### src/rtl/clock_driver.sv
// Front-panel design-clock generator: divides clk into a controllable clk_out with
// free run, single step and stop-at-cycle breakpoint, plus a count of generated cycles.
module clock_driver #(
  parameter int CNT_W = 32,
  parameter int HP_W  = 16
) (
  input  logic             clk,
  input  logic             rst_n,
  input  logic             run,
  input  logic             step,
  input  logic [HP_W-1:0]  half_period,
  input  logic             break_en,
  input  logic [CNT_W-1:0] break_at,
  output logic             clk_out,
  output logic             rise,
  output logic             running,
  output logic             break_hit,
  output logic [CNT_W-1:0] cycle_count
);

  typedef enum logic [1:0] {
    S_IDLE = 2'd0,
    S_RUN  = 2'd1,
    S_STEP = 2'd2
  } state_e;

  state_e           state_q, state_d;
  logic [HP_W-1:0]  phase_q, phase_d;
  logic [HP_W-1:0]  term_q, term_d;
  logic             clk_out_q, clk_out_d;
  logic             rise_q, rise_d;
  logic             running_q, running_d;
  logic             break_hit_q, break_hit_d;
  logic             stop_pend_q, stop_pend_d;
  logic [CNT_W-1:0] count_q, count_d;
  logic [CNT_W-1:0] count_inc;
  logic [HP_W-1:0]  hp_term;
  logic             phase_end;

  // Terminal phase count for the half period being sampled; zero behaves like one.
  assign hp_term   = (half_period == '0) ? '0 : half_period - HP_W'(1);
  assign count_inc = count_q + CNT_W'(1);
  assign phase_end = (phase_q == term_q);

  always_comb begin
    state_d     = state_q;
    phase_d     = phase_q;
    term_d      = term_q;
    clk_out_d   = clk_out_q;
    rise_d      = 1'b0;
    break_hit_d = break_hit_q;
    stop_pend_d = stop_pend_q;
    count_d     = count_q;

    case (state_q)
      S_IDLE: begin
        phase_d     = '0;
        clk_out_d   = 1'b0;
        stop_pend_d = 1'b0;
        if (run && !break_hit_q) begin
          state_d = S_RUN;
          term_d  = hp_term;
        end else if (step && !run) begin
          state_d     = S_STEP;
          term_d      = hp_term;
          break_hit_d = 1'b0;
        end
      end

      S_RUN, S_STEP: begin
        if (phase_end) begin
          phase_d   = '0;
          term_d    = hp_term;
          clk_out_d = !clk_out_q;
          if (!clk_out_q) begin
            rise_d  = 1'b1;
            count_d = count_inc;
            if (break_en && (count_inc == break_at)) begin
              break_hit_d = 1'b1;
              stop_pend_d = 1'b1;
            end
          end else begin
            // Falling toggle closes a full period: the only point a stop may take effect.
            if ((state_q == S_STEP) || !run || stop_pend_q) begin
              state_d     = S_IDLE;
              stop_pend_d = 1'b0;
            end
          end
        end else begin
          phase_d = phase_q + HP_W'(1);
        end
      end

      default: begin
        state_d   = S_IDLE;
        phase_d   = '0;
        clk_out_d = 1'b0;
      end
    endcase

    running_d = (state_d != S_IDLE);
  end

  always_ff @(posedge clk or negedge rst_n) begin
    if (!rst_n) begin
      state_q     <= S_IDLE;
      phase_q     <= '0;
      term_q      <= '0;
      clk_out_q   <= 1'b0;
      rise_q      <= 1'b0;
      running_q   <= 1'b0;
      break_hit_q <= 1'b0;
      stop_pend_q <= 1'b0;
      count_q     <= '0;
    end else begin
      state_q     <= state_d;
      phase_q     <= phase_d;
      term_q      <= term_d;
      clk_out_q   <= clk_out_d;
      rise_q      <= rise_d;
      running_q   <= running_d;
      break_hit_q <= break_hit_d;
      stop_pend_q <= stop_pend_d;
      count_q     <= count_d;
    end
  end

  assign clk_out     = clk_out_q;
  assign rise        = rise_q;
  assign running     = running_q;
  assign break_hit   = break_hit_q;
  assign cycle_count = count_q;

endmodule

### config.mk
export PLATFORM = sky130hd
export DESIGN_NAME = clock_driver
export DESIGN_NICKNAME = d
export VERILOG_FILES = /design/src/rtl/clock_driver.sv
export SDC_FILE = /design/constraint.sdc
export NUM_CORES = 1
export LEC_CHECK = 0
export BUFFER_PORTS_ARGS = -buffer_cell sky130_fd_sc_hd__buf_2
export CAP_MARGIN = 20
export CORE_UTILIZATION = 35
export CTS_CLUSTER_SIZE = 10
export DETAILED_ROUTE_END_ITERATION = 8
export HOLD_SLACK_MARGIN = 0.03
export PLACE_DENSITY = 0.64
export SLEW_MARGIN = 10
export SYNTH_ARGS = -nofsm -noshare
export SYNTH_HDL_FRONTEND = slang
export SYNTH_SLANG_ARGS = --single-unit
### constraint.sdc
create_clock -name clk -period 5.9 [get_ports clk]
set_clock_uncertainty 0.05 [all_clocks]
set_input_delay 0.295 -clock clk [delete_from_list [all_inputs] [get_ports clk]]
set_output_delay 0.295 -clock clk [all_outputs]
set_load 0.01 [all_outputs]
==> run metrics <==
outcome finished, final reports clean; main combinational cell family by area after synthesis simple AND/OR/NAND/NOR gates; pre-CTS setup slack 2.59 ns; data arrival time of the critical path approximately 3.5 ns; Switch Pwr ~0.51 mW; P_leak around 2.4 nW; CP startpoint cycle_count[4]; worst-margin pin slew 0.995 ns; register area share after synthesis 37.6%; switch share ~32%; Critical Path End Type flip-flop; Placement Rows 42; Crit Path Max Fanout 14; TNS Setup 0 ns; power density cells about 280 nW/um^2; Cell variety after synth 70; First-pass DRT Iterations 5; Post-synth EDFFs 0; Seq cells post-synth 71; CORE AREA 13,200 sq um; vias in the first global route 3,938; Initial Util between 30% and 40%; largest net degree at the start of global routing approximately 70; Placed Cells 767; IO Pins 89; area share of the largest cell type after synthesis about 38%; # fillers about 1,300; antenna violation net count after detailed routing 0; Worst-path clk slew roughly 0.060 ns; grt ovf 0; clock latency on the worst-skew pair ~0.33 ns; XOR/XNOR Fraction of Synth Area between 10% and 20%; setup bufs post-CTS 0; Die Y 118 microns; Reg2Reg Setup Slack approximately 2.6 ns; Min Clock Period, post-route around 3.3 ns; post-synthesis net count 583; CP peak stage delay 1.00 ns; # DRC 0; unrepaired setup endpoints after global routing false; main flop type after synthesis dfrtp_1; fin. max-slew vios 0; headroom to the max-slew limit between 30% and 40%; final setup fails 0; post-synthesis simple-gate area fraction 26.8%; initial antenna violation count 0; Yosys Warn Count 0; CTS Buffer Depth 2; Vias/cell 5.18; Reg power frac roughly two fifths; CTS root buffer clkbuf_16; post-synthesis mux area share less than 1%; RePlAce Congestion approximately 0.86; PostCTS Resize Cnt 0; CTS Buf Count 9; synthesized area between 4000 and 5000 sq um; diode count 0; Via Count 4,045; peak supply drop between 0.1 and 0.15 mV; CP required 6.11 ns; min setup slack post-route between 2 and 3 ns; crit path cell chain nand4_1 -> nor4_2 -> a31o_1 -> nand4_1 -> a2111oi_1 -> o2111ai_1 -> o21ai_1; internal power about 1.1 mW; DR WL/cell about 14 microns; Yosys top cell by area dfrtp_1; Hold WC Path Type input port to asynchronous set/reset pin; CTS Sinks 71; Mapped Cells 524; combinational fraction of design power between 20% and 30%; Worst path most repeated cell nand4_1; first-pass GRT wire length 19.2 mm; hpwl dp between 8 and 9 mm; Final Cycle Share between 50% and 60%; Setup CP Type flip-flop to flip-flop; Crit-path slowest cell nor4_2; Design Area, Final 5590 sq um; Final Total Pwr 1.57 mW; Area Overhead vs Synth 18.2%; fraction of layout cells with a size suffix above 1 19.7%; H-tree depth 3; Mean Syn Cell Area approximately 9.0 sq um; Synth Area in Adders roughly 1.6%; gr usage total between 10% and 20%; Async SR Flop Fraction 100%; Post-Route WL about 11 mm; top cells by area, synth dfrtp_1 (38%), xnor2_1 (12%), xor2_1 (7.4%), nand2_1 (4.9%), nor2_1 (3.7%); Max Fclk 0.304 GHz; crit start category flip-flop; count of final hold-check violations 0; area of the die ~14,000 sq um; Synth Area in Compound Gates between 10% and 20%; Die W roughly 120 microns; Area after DPL 5300 sq um; total of max-cap violations 0; Final #Nets 661; Clk pwr share about 33%; Hold Buf Count CTS 0; Iter 0 DRT Violations 270; RR Startpoint cycle_count[4]; Finished Layout Cells about 800; TritonCTS clock tree built; I/O Buffers just under 90
==> synthesized netlist by cell type (all sizes together) (6+ instances only) <==
master and n:
a21oi 6, buf 15, clkbuf 7, dfrtp 71
ha 6, inv 16, nand2 62, nand2b 6
nand3 26, nand4 22, nor2 47, nor3 14
nor4 10, o21ai 25, or3 6, or4 9
xnor2 67, xor2 40
==> per-layer routing <==
layer	wire length (microns)	GRT usage, %	vias to the layer above
met2	5430	28.5	118
li1	-	-	1998
met3	648	3.76	9
met5	0	0	-
met1	5110	22.4	1920
met4	90	3.85	0
==> flip-flops by register name, indices dropped and copies added (netlist names) <==
name / flops
phase_q: 16
term_q: 16
rise: 1
clk_out: 1
break_hit: 1
cycle_count: 32
running: 1
state_q: 2
stop_pend_q: 1
==> logic make-up (layout without fill, tap and decap cells) <==
family                   after synthesis  after routing
multiplexers                           2              2
adder cells (fa/ha/maj)                6              6
AO/OA/AOI/OAI                         68             68
XOR/XNOR                             107            107
buffers and inverters                 38            119
AND/OR/NAND/NOR                      232            232
flip-flops                            71             71
==> power by group through the flow <==
stage	combinational, mW	sequential, mW	clock [mW]
floorplan	0.325	0.619	0
global placement	0.410	0.630	0
detailed placement	0.424	0.634	0
CTS	0.426	0.626	0.532
global route	0.481	0.634	0.554
finish	0.421	0.625	0.521
==> per-stage QoR <==
stage          util [%]  hold WS (ns)
6_report           42.3         0.107
5_1_grt            42.3         0.129
4_1_cts            42.3         0.124
3_5_place_dp       40.2         0.447
3_3_place_gp       40.2         0.445
2_1_floorplan         -       -0.0506
==> worst paths after layout <==
| path | endpoint | cells past startpoint |
|---|---|---|
| max reg2reg | break_hit | 7 |
| min in group clk | term_q[0] | 2 |
| max | break_hit | 7 |
| min | cycle_count[5] | 2 |
| max in group asynchronous | cycle_count[27] | 2 |
| min reg2reg | term_q[14] | 2 |
==> area by class of cell <==
type	count	area (sq um)	area share, %
sequential	71	1780	31.8
timing repair buffer	89	448	8.02
multi-input combinational	415	2800	50.1
tap	176	220	3.94
clock buffer	14	284	5.09
inverter	16	60.1	1.08
==> worst max-delay path: cells and delay by family, from the launching register on <==
kind	cells	cell delay (ns)
compound gates	4	1.10
flops	1	0.47
simple gates	3	1.59
==> cells in the final DEF (no fill, tap or decap), drive strengths merged, types with 2 or more instances in the layout <==
cell and instances:
nand4 22, nand2b 6, and4b 2, nor2b 5, a41oi 2, nand3b 2
xor2 40, o31ai 3, o21ai 25, a31oi 3, and4 4, a21oi 6
nor4 10, a21o 2, buf 89, inv 16, nor2 47, and3 5
nand2 62, nand3 26, clkbuf 14, o32a 2, a311oi 3, o21a 2
a211oi 3, a2111oi 3, dfrtp 71, or4 9, nor3 14, xnor2 67
and2 4, nor4b 2, or3 6, o311ai 2, o211ai 2, ha 6
No activity file was read; power rests on OpenSTA's default activity.
